$ cat src/rtl/lsu_mem_ctrl_pkg.sv
// LSU shared types: FSM states, funct3 size codes, defaults.
// Request legality helper used at accept time.
package lsu_mem_ctrl_pkg;

  localparam int XLEN_DEF    = 32;
  localparam int TIMEOUT_DEF = 255;

  typedef enum logic [1:0] {
    S_IDLE = 2'd0,
    S_REQ  = 2'd1,
    S_WAIT = 2'd2,
    S_DONE = 2'd3
  } lsu_state_t;

  localparam logic [2:0] F3_B  = 3'b000;
  localparam logic [2:0] F3_H  = 3'b001;
  localparam logic [2:0] F3_W  = 3'b010;
  localparam logic [2:0] F3_BU = 3'b100;
  localparam logic [2:0] F3_HU = 3'b101;

  // Unsigned sizes only exist for loads.
  function automatic logic req_bad(
    input logic [2:0] size,
    input logic       we,
    input logic [1:0] a
  );
    logic bad;
    bad = 1'b0;
    case (size)
      F3_B:    bad = 1'b0;
      F3_H:    bad = a[0];
      F3_W:    bad = |a;
      F3_BU:   bad = we;
      F3_HU:   bad = we | a[0];
      default: bad = 1'b1;
    endcase
    return bad;
  endfunction

endpackage

$ cat src/rtl/lsu_mem_ctrl_if.sv
// Word bus between the LSU and memory.
// Valid/ready request channel, single-beat response.
interface lsu_mem_ctrl_if #(
  parameter int XLEN = 32
);
  logic            bus_req_valid;
  logic            bus_req_ready;
  logic            bus_we;
  logic [XLEN-1:0] bus_addr;
  logic [XLEN-1:0] bus_wdata;
  logic [3:0]      bus_wstrb;
  logic            bus_rsp_valid;
  logic [XLEN-1:0] bus_rsp_rdata;
  logic            bus_rsp_err;

  modport master (
    output bus_req_valid, bus_we, bus_addr,
    output bus_wdata, bus_wstrb,
    input  bus_req_ready, bus_rsp_valid,
    input  bus_rsp_rdata, bus_rsp_err
  );

  modport slave (
    input  bus_req_valid, bus_we, bus_addr,
    input  bus_wdata, bus_wstrb,
    output bus_req_ready, bus_rsp_valid,
    output bus_rsp_rdata, bus_rsp_err
  );
endinterface

$ cat src/rtl/lsu_mem_ctrl_align.sv
// Byte-lane steering: store strobes/replication and
// load byte/half extraction with sign or zero extension.
module lsu_mem_ctrl_align
  import lsu_mem_ctrl_pkg::*;
#(
  parameter int XLEN = 32
) (
  input  logic [1:0]      a,
  input  logic [2:0]      size,
  input  logic [XLEN-1:0] wdata,
  input  logic [XLEN-1:0] rdata,
  output logic [3:0]      wstrb,
  output logic [XLEN-1:0] wlane,
  output logic [XLEN-1:0] rfmt
);

  logic [7:0]  b;
  logic [15:0] h;

  always_comb begin
    b     = rdata[{a, 3'b000} +: 8];
    h     = rdata[{a[1], 4'b0000} +: 16];
    wstrb = 4'b1111;
    wlane = wdata;
    rfmt  = rdata;
    case (size[1:0])
      2'b00: begin
        wstrb = 4'b0001 << a;
        wlane = {(XLEN/8){wdata[7:0]}};
        rfmt  = size[2] ? {{(XLEN-8){1'b0}}, b}
                        : {{(XLEN-8){b[7]}}, b};
      end
      2'b01: begin
        wstrb = 4'b0011 << a;
        wlane = {(XLEN/16){wdata[15:0]}};
        rfmt  = size[2] ? {{(XLEN-16){1'b0}}, h}
                        : {{(XLEN-16){h[15]}}, h};
      end
      default: begin
        wstrb = 4'b1111;
        wlane = wdata;
        rfmt  = rdata;
      end
    endcase
  end

endmodule

$ cat src/rtl/lsu_mem_ctrl.sv
// Load/store unit: accepts one EXU request, runs it on the
// word bus, formats load data and stalls the core meanwhile.
module lsu_mem_ctrl
  import lsu_mem_ctrl_pkg::*;
#(
  parameter int XLEN    = XLEN_DEF,
  parameter int TIMEOUT = TIMEOUT_DEF
) (
  input  logic            clk,
  input  logic            rst,
  input  logic            mem_r_en,
  input  logic            mem_w_en,
  input  logic [XLEN-1:0] mem_addr,
  input  logic [XLEN-1:0] mem_w,
  input  logic [2:0]      mem_size,
  output logic [XLEN-1:0] mem_r,
  output logic            lsu_busy,
  output logic            lsu_done,
  output logic            lsu_err,
  lsu_mem_ctrl_if.master  bus
);

  localparam int CW = $clog2(TIMEOUT + 1);
  localparam logic [CW-1:0] TMO = CW'(TIMEOUT);

  lsu_state_t      state, state_d;
  logic [XLEN-1:0] addr_q, wdata_q;
  logic [2:0]      size_q;
  logic            we_q, err_q, err_d;
  logic [CW-1:0]   cnt, cnt_d;
  logic            accept, load_ok, bad;
  logic [3:0]      strb;
  logic [XLEN-1:0] wlane, rfmt;

  assign bad = (mem_r_en & mem_w_en) |
               req_bad(mem_size, mem_w_en, mem_addr[1:0]);

  always_comb begin
    state_d = state;
    err_d   = err_q;
    cnt_d   = cnt;
    accept  = 1'b0;
    load_ok = 1'b0;
    unique case (state)
      S_IDLE: begin
        if (mem_r_en | mem_w_en) begin
          accept  = ~bad;
          err_d   = bad;
          state_d = bad ? S_DONE : S_REQ;
        end
      end
      S_REQ: begin
        if (bus.bus_req_ready) begin
          state_d = S_WAIT;
          cnt_d   = '0;
        end
      end
      S_WAIT: begin
        if (bus.bus_rsp_valid) begin
          state_d = S_DONE;
          err_d   = bus.bus_rsp_err;
          load_ok = ~we_q & ~bus.bus_rsp_err;
        end else begin
          cnt_d = cnt + 1'b1;
          if (cnt_d == TMO) begin
            state_d = S_DONE;
            err_d   = 1'b1;
          end
        end
      end
      S_DONE: state_d = S_IDLE;
    endcase
  end

  always_ff @(posedge clk or negedge rst) begin
    if (!rst) state <= S_IDLE;
    else      state <= state_d;
  end

  always_ff @(posedge clk or negedge rst) begin
    if (!rst) begin
      addr_q  <= '0;
      wdata_q <= '0;
      size_q  <= '0;
      we_q    <= 1'b0;
      err_q   <= 1'b0;
      cnt     <= '0;
      mem_r   <= '0;
    end else begin
      if (accept) begin
        addr_q  <= mem_addr;
        wdata_q <= mem_w;
        size_q  <= mem_size;
        we_q    <= mem_w_en;
      end
      err_q <= err_d;
      cnt   <= cnt_d;
      if (load_ok) mem_r <= rfmt;
    end
  end

  lsu_mem_ctrl_align #(.XLEN(XLEN)) u_align (
    .a     (addr_q[1:0]),
    .size  (size_q),
    .wdata (wdata_q),
    .rdata (bus.bus_rsp_rdata),
    .wstrb (strb),
    .wlane (wlane),
    .rfmt  (rfmt)
  );

  assign bus.bus_req_valid = (state == S_REQ);
  assign bus.bus_we        = we_q;
  assign bus.bus_addr      = {addr_q[XLEN-1:2], 2'b00};
  assign bus.bus_wdata     = wlane;
  assign bus.bus_wstrb     = we_q ? strb : 4'b0000;

  // Combinational in the accept cycle so the PC holds there too.
  assign lsu_busy = (state == S_REQ) || (state == S_WAIT) ||
                    ((state == S_IDLE) && (mem_r_en || mem_w_en));
  assign lsu_done = (state == S_DONE);
  assign lsu_err  = (state == S_DONE) && err_q;

endmodule

$ cat src/flat_wrapper.sv
// flat-port wrapper written by rule: the top's interface ports become plain ports
module lsu_mem_ctrl_flat import lsu_mem_ctrl_pkg::*;
#(
  parameter int XLEN    = XLEN_DEF,
  parameter int TIMEOUT = TIMEOUT_DEF
)
  (clk, rst, mem_r_en, mem_w_en, mem_addr, mem_w, mem_size, mem_r, lsu_busy, lsu_done, lsu_err, bus_bus_req_valid, bus_bus_we, bus_bus_addr, bus_bus_wdata, bus_bus_wstrb, bus_bus_req_ready, bus_bus_rsp_valid, bus_bus_rsp_rdata, bus_bus_rsp_err);
  lsu_mem_ctrl_if #(.XLEN(XLEN)) bus_i ();
  input  logic clk;
  input  logic rst;
  input  logic mem_r_en;
  input  logic mem_w_en;
  input  logic [XLEN-1:0] mem_addr;
  input  logic [XLEN-1:0] mem_w;
  input  logic [2:0] mem_size;
  output logic [XLEN-1:0] mem_r;
  output logic lsu_busy;
  output logic lsu_done;
  output logic lsu_err;
  output wire logic [$bits(bus_i.bus_req_valid)-1:0] bus_bus_req_valid;
  output wire logic [$bits(bus_i.bus_we)-1:0] bus_bus_we;
  output wire logic [$bits(bus_i.bus_addr)-1:0] bus_bus_addr;
  output wire logic [$bits(bus_i.bus_wdata)-1:0] bus_bus_wdata;
  output wire logic [$bits(bus_i.bus_wstrb)-1:0] bus_bus_wstrb;
  input wire logic [$bits(bus_i.bus_req_ready)-1:0] bus_bus_req_ready;
  input wire logic [$bits(bus_i.bus_rsp_valid)-1:0] bus_bus_rsp_valid;
  input wire logic [$bits(bus_i.bus_rsp_rdata)-1:0] bus_bus_rsp_rdata;
  input wire logic [$bits(bus_i.bus_rsp_err)-1:0] bus_bus_rsp_err;
  assign bus_bus_req_valid = bus_i.bus_req_valid;
  assign bus_bus_we = bus_i.bus_we;
  assign bus_bus_addr = bus_i.bus_addr;
  assign bus_bus_wdata = bus_i.bus_wdata;
  assign bus_bus_wstrb = bus_i.bus_wstrb;
  assign bus_i.bus_req_ready = bus_bus_req_ready;
  assign bus_i.bus_rsp_valid = bus_bus_rsp_valid;
  assign bus_i.bus_rsp_rdata = bus_bus_rsp_rdata;
  assign bus_i.bus_rsp_err = bus_bus_rsp_err;
  lsu_mem_ctrl #(.XLEN(XLEN), .TIMEOUT(TIMEOUT)) u_core (.clk(clk), .rst(rst), .mem_r_en(mem_r_en), .mem_w_en(mem_w_en), .mem_addr(mem_addr), .mem_w(mem_w), .mem_size(mem_size), .mem_r(mem_r), .lsu_busy(lsu_busy), .lsu_done(lsu_done), .lsu_err(lsu_err), .bus(bus_i));
endmodule
$ cat config.mk
export PLATFORM = sky130hd
export DESIGN_NAME = lsu_mem_ctrl_flat
export DESIGN_NICKNAME = d
export VERILOG_FILES = /design/src/rtl/lsu_mem_ctrl_pkg.sv /design/src/rtl/lsu_mem_ctrl_if.sv /design/src/rtl/lsu_mem_ctrl_align.sv /design/src/rtl/lsu_mem_ctrl.sv /design/src/flat_wrapper.sv
export SDC_FILE = /design/constraint.sdc
export NUM_CORES = 1
export LEC_CHECK = 0
export BUFFER_PORTS_ARGS = -buffer_cell sky130_fd_sc_hd__buf_2
export CELL_PAD_IN_SITES_DETAIL_PLACEMENT = 0
export CELL_PAD_IN_SITES_GLOBAL_PLACEMENT = 1
export CORE_ASPECT_RATIO = 1.1
export CORE_MARGIN = 5
export CORE_UTILIZATION = 38
export DETAILED_ROUTE_END_ITERATION = 10
export PLACE_DENSITY_LB_ADDON = 0.3
export SLEW_MARGIN = 15
export SYNTH_ARGS = -nofsm -noshare
export SYNTH_HDL_FRONTEND = slang
export SYNTH_SLANG_ARGS = --single-unit
$ cat constraint.sdc
create_clock -name clk -period 2.6 [get_ports clk]
set_input_delay 0.26 -clock clk [delete_from_list [all_inputs] [get_ports clk]]
set_output_delay 0.26 -clock clk [all_outputs]
set_load 0.05 [all_outputs]
==> results of run 1 <==
area by class of cell:
class | count | area [sq um]
Clock inverter | 7 | 85.1
Sequential cell | 111 | 2780
Inverter | 8 | 30.0
Fill cell | 1437 | 7920
Multi-Input combinational cell | 332 | 2480
Timing Repair Buffer | 222 | 1180
Clock buffer | 9 | 225
Antenna cell | 1 | 2.50
Tap cell | 196 | 245
metal layers:
| layer | vias to the layer above | share of wire | routed length, um | track usage |
|---|---|---|---|---|
| li1 | 2136 | - | - | - |
| met1 | 2154 | 0.42 | 6330 | 0.212 |
| met2 | 176 | 0.47 | 7170 | 0.277 |
| met3 | 23 | 0.089 | 1340 | 0.0597 |
| met4 | 2 | 0.017 | 263 | 0.0610 |
| met5 | - | 0.00086 | 13 | 0 |
cell usage in the layout (no fill, tap or decap), types with 4 or more instances in the layout:
| master | n |
|---|---|
| mux2_2 | 81 |
| ha_1 | 6 |
| mux2_1 | 8 |
| a21oi_1 | 14 |
| mux2i_1 | 13 |
| buf_2 | 207 |
| o21a_1 | 4 |
| inv_1 | 7 |
| a22oi_1 | 7 |
| nand3_1 | 42 |
| nand2_1 | 39 |
| nor3_1 | 5 |
| dfrtp_1 | 110 |
| buf_4 | 12 |
| nor2_1 | 24 |
| inv_6 | 4 |
| nand2b_1 | 6 |
| clkbuf_16 | 9 |
| a222oi_1 | 4 |
| o21ai_0 | 33 |
per-stage QoR:
stage               hold slack [ns]   util  instance area, sq um  worst slack (ns)
global placement              0.295  0.448                  6700             0.448
global route                  0.113  0.470                  7020            0.0989
finish                        0.117  0.470                  7020             0.189
CTS                           0.102  0.470                  7020             0.138
detailed placement            0.302  0.448                  6700             0.360
floorplan                   -0.0356      -                  5720             0.128
sequential cells by signal (all words and copies together) (netlist names):
register,count
u_core.addr_q,32
u_core.mem_r,32
u_core.wdata_q,32
u_core.cnt,8
u_core.size_q,3
u_core.state,2
u_core.bus.bus_we,1
u_core.err_q,1
worst max-delay path by stage:
stage	slack, ns	start	endpoint
floorplan	0.13	u_core.size_q[0]$_DFFE_PN0P_	bus_bus_wdata[24]
global placement	0.45	u_core.state[0]$_DFFE_PN0P_	u_core.mem_r[15]$_DFFE_PN0P_
detailed placement	0.36	u_core.state[0]$_DFFE_PN0P_	u_core.mem_r[10]$_DFFE_PN0P_
CTS	0.14	u_core.size_q[1]$_DFFE_PN0P_	bus_bus_wdata[10]
global route	0.1	u_core.size_q[1]$_DFFE_PN0P_	bus_bus_wdata[14]
finish	0.19	u_core.size_q[1]$_DFFE_PN0P_	bus_bus_wdata[9]
cells by family (layout without fill, tap and decap cells):
group / Yosys count / in the layout / synth area share
AOI/OAI and AO/OA: 83 / 83 / 0.0974
xor gates and xnor gates: 3 / 3 / 0.00460
adders and majority gates: 6 / 6 / 0.0131
buffers and inverters: 80 / 246 / 0.0830
DFF: 111 / 111 / 0.486
muxes: 103 / 103 / 0.202
other: 1 / 3 / 0.000656
and+or+nand+nor: 135 / 135 / 0.113
synthesized netlist by cell type, types with 2 or more instances:
cell type,count
dfrtp_1,111
mux2_2,81
nand3_1,43
buf_4,40
nand2_1,39
o21ai_0,33
nor2_1,24
clkbuf_1,15
a21oi_1,14
buf_2,13
mux2i_1,13
mux2_1,8
a22oi_1,7
inv_1,7
ha_1,6
nand2b_1,6
nor3_1,5
a222oi_1,4
o21a_1,4
a21o_1,3
a2bb2oi_1,3
a31oi_1,3
and3_1,3
buf_1,3
a22o_1,2
nand3b_1,2
nand4_1,2
nor2b_1,2
xor2_1,2
==> results.yml, run 1 <==
global_route:
  grt_pass1_wl_mm: 24.3
  grt_pass1_vias: 4815
  grt_usage: 0.171
  grt_overflow: 0
  grt_max_degree: 53
  grt_antenna_before_repair: 2
synthesis:
  synth_warnings: 0
  synth_top_cell_area_share: 0.486
  ys_types: 53
  synth_largest_area_cell: "dfrtp_1"
  async_flop_share: 1.00
  synth_area_leaders: "dfrtp_1 (49%), mux2_2 (16%), buf_4 (5.3%)"
  synth-edff-count: 0
  synth-seq-cells: 111
  syn_area_sq_um: 5710
  avgSynthCellArea_sq_um: 10.9
  synthFlopType: "dfrtp_1"
  yosysSeqAreaShare: 0.486
  syn_inst: 522
timing:
  setup_viol: 0
  setup_tns_ns: 0
  rsz0062_at_grt: "false"
  period_share: 0.927
  fin_crit_ns: 2.41
  fmax_ghz: 0.415
  slew_viol_final: 0
  fin_skew_ns: 0.00840
  hold_viol_final: 0
  tightest_slew_ns: 0.845
  slew_headroom: 0.435
clocking:
  cts.sinks: 111
  htree_levels: 3
  clock_latency_ns: 0.35
  cts-root-buf: "clkbuf_16"
  cts_setup_buffers: 0
  cts.path.max_buffers: 2
  cts_tree: "built"
  path_clk_slew_ns: 0.08
  numCtsBuffers: 9
  post_cts_resized: 0
  cts_hold_buf: 1
route:
  drt-total-wl_mm: 15.1
  dr.pass1.iters: 7
  ant_nets: 0
  vias: 4491
  first_iter_violations: 234
  viasPerCell: 5.07
  drc: 0
  wl_per_cell_um: 17.1
flow_run:
  cap_violations: 0
die:
  rows: 47
  initial_utilization: 0.383
  placeableCoreArea_sq_um: 14900
  die_w_um: 127
  die_h_um: 139
  io_pins: 211
  die_area_sq_um: 17600
setup_path:
  slowest_delay_ns: 0.58
  crit_path_cell_trace: "nor2_1, buf_4, mux2_2, buf_2"
  r2r-start: "u_core.state[0]$_DFFE_PN0P_"
  slowest_stage: "dfrtp_2"
  r2r_setup_slack_ns: 0.39
  ff2ff_path_depth: 6
  required_ns: 2.34
  critPathKind: "reg -> out"
  crit_fanout: 25
  crit_cells: 4
  cp-start-kind: "flip-flop"
  end_kind: "primary output"
  worstReg2RegEnd: "u_core.mem_r[10]$_DFFE_PN0P_"
  critical_path_buf_inv_count: 2
  cp.arrival_ns: 2.15
  critPathTopFamily: "flip-flops"
final_layout:
  fin_nets: 796
  stdcell_count: 886
  area_growth_pct: 22.9
  drive_above_1_share: 0.476
placed_design:
  hpwlAfterDp_mm: 11.6
  portBuffers: 208
  place.gp.congestion: 0.895
  dp.cells: 868
min_path:
  holdPathStages: 2
  min_to: "u_core.addr_q[5]$_DFFE_PN0P_"
  min-delay-start: "mem_addr[5]"
  min_path_type: "in -> reg"
status:
  status: "finished, final reports clean"
Power of run 1 is not shown: default switching activity piles up to over one toggle a cycle in this logic, so the estimate is an artifact.
==> run 2, diff against run 1 <==
--- a/config.mk
+++ b/config.mk
@@ -15,3 +15,3 @@
 export PLACE_DENSITY_LB_ADDON = 0.3
-export SLEW_MARGIN = 15
+export SLEW_MARGIN = 25
 export SYNTH_ARGS = -nofsm -noshare
==> constraint.sdc (replaced) <==
create_clock -name clk -period 2.6 [get_ports clk]
set_input_delay 0.52 -clock clk [delete_from_list [all_inputs] [get_ports clk]]
set_output_delay 0.52 -clock clk [all_outputs]
set_load 0.05 [all_outputs]
==> run 2 against run 1 <==
Critical path depth unchanged. Sequential cell count unchanged. Clock skew is 0.0018 ns lower. Register-to-register slack worse by 0.02 ns. Setup slack improved by 0.068 ns. Cell count is the same. Final area is 0.16% lower. Routed wire length grew 0.92%. Utilization down 0.075 points. Highest routed layer unchanged.
==> results.yml, run 2 (synthesis results as in run 1) <==
status:
  status: "finished, final reports clean"
die:
  placeableCoreArea_sq_um: 14900
  rows: 47
  die_h_um: 139
  initial_utilization: 0.383
  io_pins: 211
  die_area_sq_um: 17600
  die_w_um: 127
flow_run:
  cap_violations: 0
clocking:
  cts_hold_buf: 0
  cts.sinks: 111
  clock_latency_ns: 0.36
  cts.path.max_buffers: 2
  htree_levels: 3
  cts-root-buf: "clkbuf_16"
  cts_setup_buffers: 0
  numCtsBuffers: 9
  cts_tree: "built"
  post_cts_resized: 0
  path_clk_slew_ns: 0.08
timing:
  period_share: 0.901
  setup_tns_ns: 0
  fin_skew_ns: 0.00657
  slew_viol_final: 0
  holdWs_ns: 0.165
  slew_headroom: 0.529
  fmax_ghz: 0.427
  tightest_slew_ns: 0.699
  rsz0062_at_grt: "false"
  fin_crit_ns: 2.34
  hold_viol_final: 0
  setup_viol: 0
placed_design:
  hpwlAfterDp_mm: 11.6
  place.gp.congestion: 0.812
  placed_area_sq_um: 6700
  portBuffers: 208
min_path:
  min_path_type: "in -> async"
global_route:
  use_met3: 0.0559
  grt_pass1_wl_mm: 24.6
  grt_antenna_before_repair: 2
  grt_overflow: 0
  grt_use_met1: 0.211
  grt_usage: 0.173
  grt_pass1_vias: 4824
  met2_usage: 0.287
  grt_max_degree: 44
  busiest_layer: "met2"
route:
  ant_nets: 0
  vias: 4503
  drc: 0
  first_iter_violations: 207
  wl_per_cell_um: 17.2
  drt-total-wl_mm: 15.3
  dr.pass1.iters: 6
  viasPerCell: 5.08
setup_path:
  cp.arrival_ns: 1.82
  r2r-start: "u_core.state[0]$_DFFE_PN0P_"
  required_ns: 2.08
  critPathKind: "reg -> out"
  r2r_setup_slack_ns: 0.37
  ff2ff_path_depth: 6
  worstReg2RegEnd: "u_core.mem_r[15]$_DFFE_PN0P_"
  end_kind: "primary output"
  cp-start-kind: "flip-flop"
  crit_fanout: 10
final_layout:
  reg_top3: "u_core.addr_q: 32 flops, u_core.mem_r: 32 flops, u_core.wdata_q: 32 flops"
  drive_above_1_share: 0.478
  area_growth_pct: 22.7
  nFillCells: 1458
  final_cell_area_sq_um: 7010
  fin_nets: 797
  final_cell_mix: "buf_2 (207), dfrtp_1 (110), mux2_2 (81)"
  antennaDiodeCount: 0
  mostFrequentLayoutCell: "buf_2"
[run 2: cell type report]
class                           instances  area (sq um)  area share
Tap cell                              196           245      0.0350
Timing Repair Buffer                  223          1170       0.167
Clock inverter                          7          83.8      0.0120
Multi-Input combinational cell        332          2480       0.354
Sequential cell                       111          2780       0.396
Clock buffer                            9           225      0.0321
Inverter                                8          30.0     0.00428
[run 2: through the flow]
step	setup slack [ns]	util	instances
finish	0.257	0.469	886
global route	0.0983	0.469	886
CTS	0.226	0.469	886
detailed placement	0.369	0.449	870
global placement	0.444	0.449	870
floorplan	0.240	-	523
[run 2: critical path: stages (launching register included)]
cell	delay, ns
dfrtp_1	0.52
clkinv_1	0.30
o21ai_0	0.23
o21a_1	0.15
buf_2	0.27
[run 2: per-layer routing]
metal | vias to the layer above | part of all wire | wire length, um
met3 | 26 | 0.084 | 1280
met5 | - | 0.0018 | 27
met4 | 4 | 0.020 | 308
met1 | 2169 | 0.40 | 6150
met2 | 166 | 0.49 | 7500
li1 | 2138 | - | -
[run 2: how the worst max path moves through the flow]
stage                                             from  cells after the start                      endpoint  slack [ns]
after floorplan           u_core.size_q[0]$_DFFE_PN0P_                      4             bus_bus_wdata[24]        0.24
after global placement     u_core.state[0]$_DFFE_PN0P_                      6  u_core.mem_r[15]$_DFFE_PN0P_        0.44
after detailed placement   u_core.state[0]$_DFFE_PN0P_                      6  u_core.mem_r[12]$_DFFE_PN0P_        0.37
after CTS                 u_core.addr_q[1]$_DFFE_PN0P_                      4              bus_bus_wstrb[2]        0.23
after global routing      u_core.addr_q[1]$_DFFE_PN0P_                      4              bus_bus_wstrb[2]         0.1
final                     u_core.addr_q[1]$_DFFE_PN0P_                      4              bus_bus_wstrb[2]        0.26
Power of run 2 is left out for the same reason.
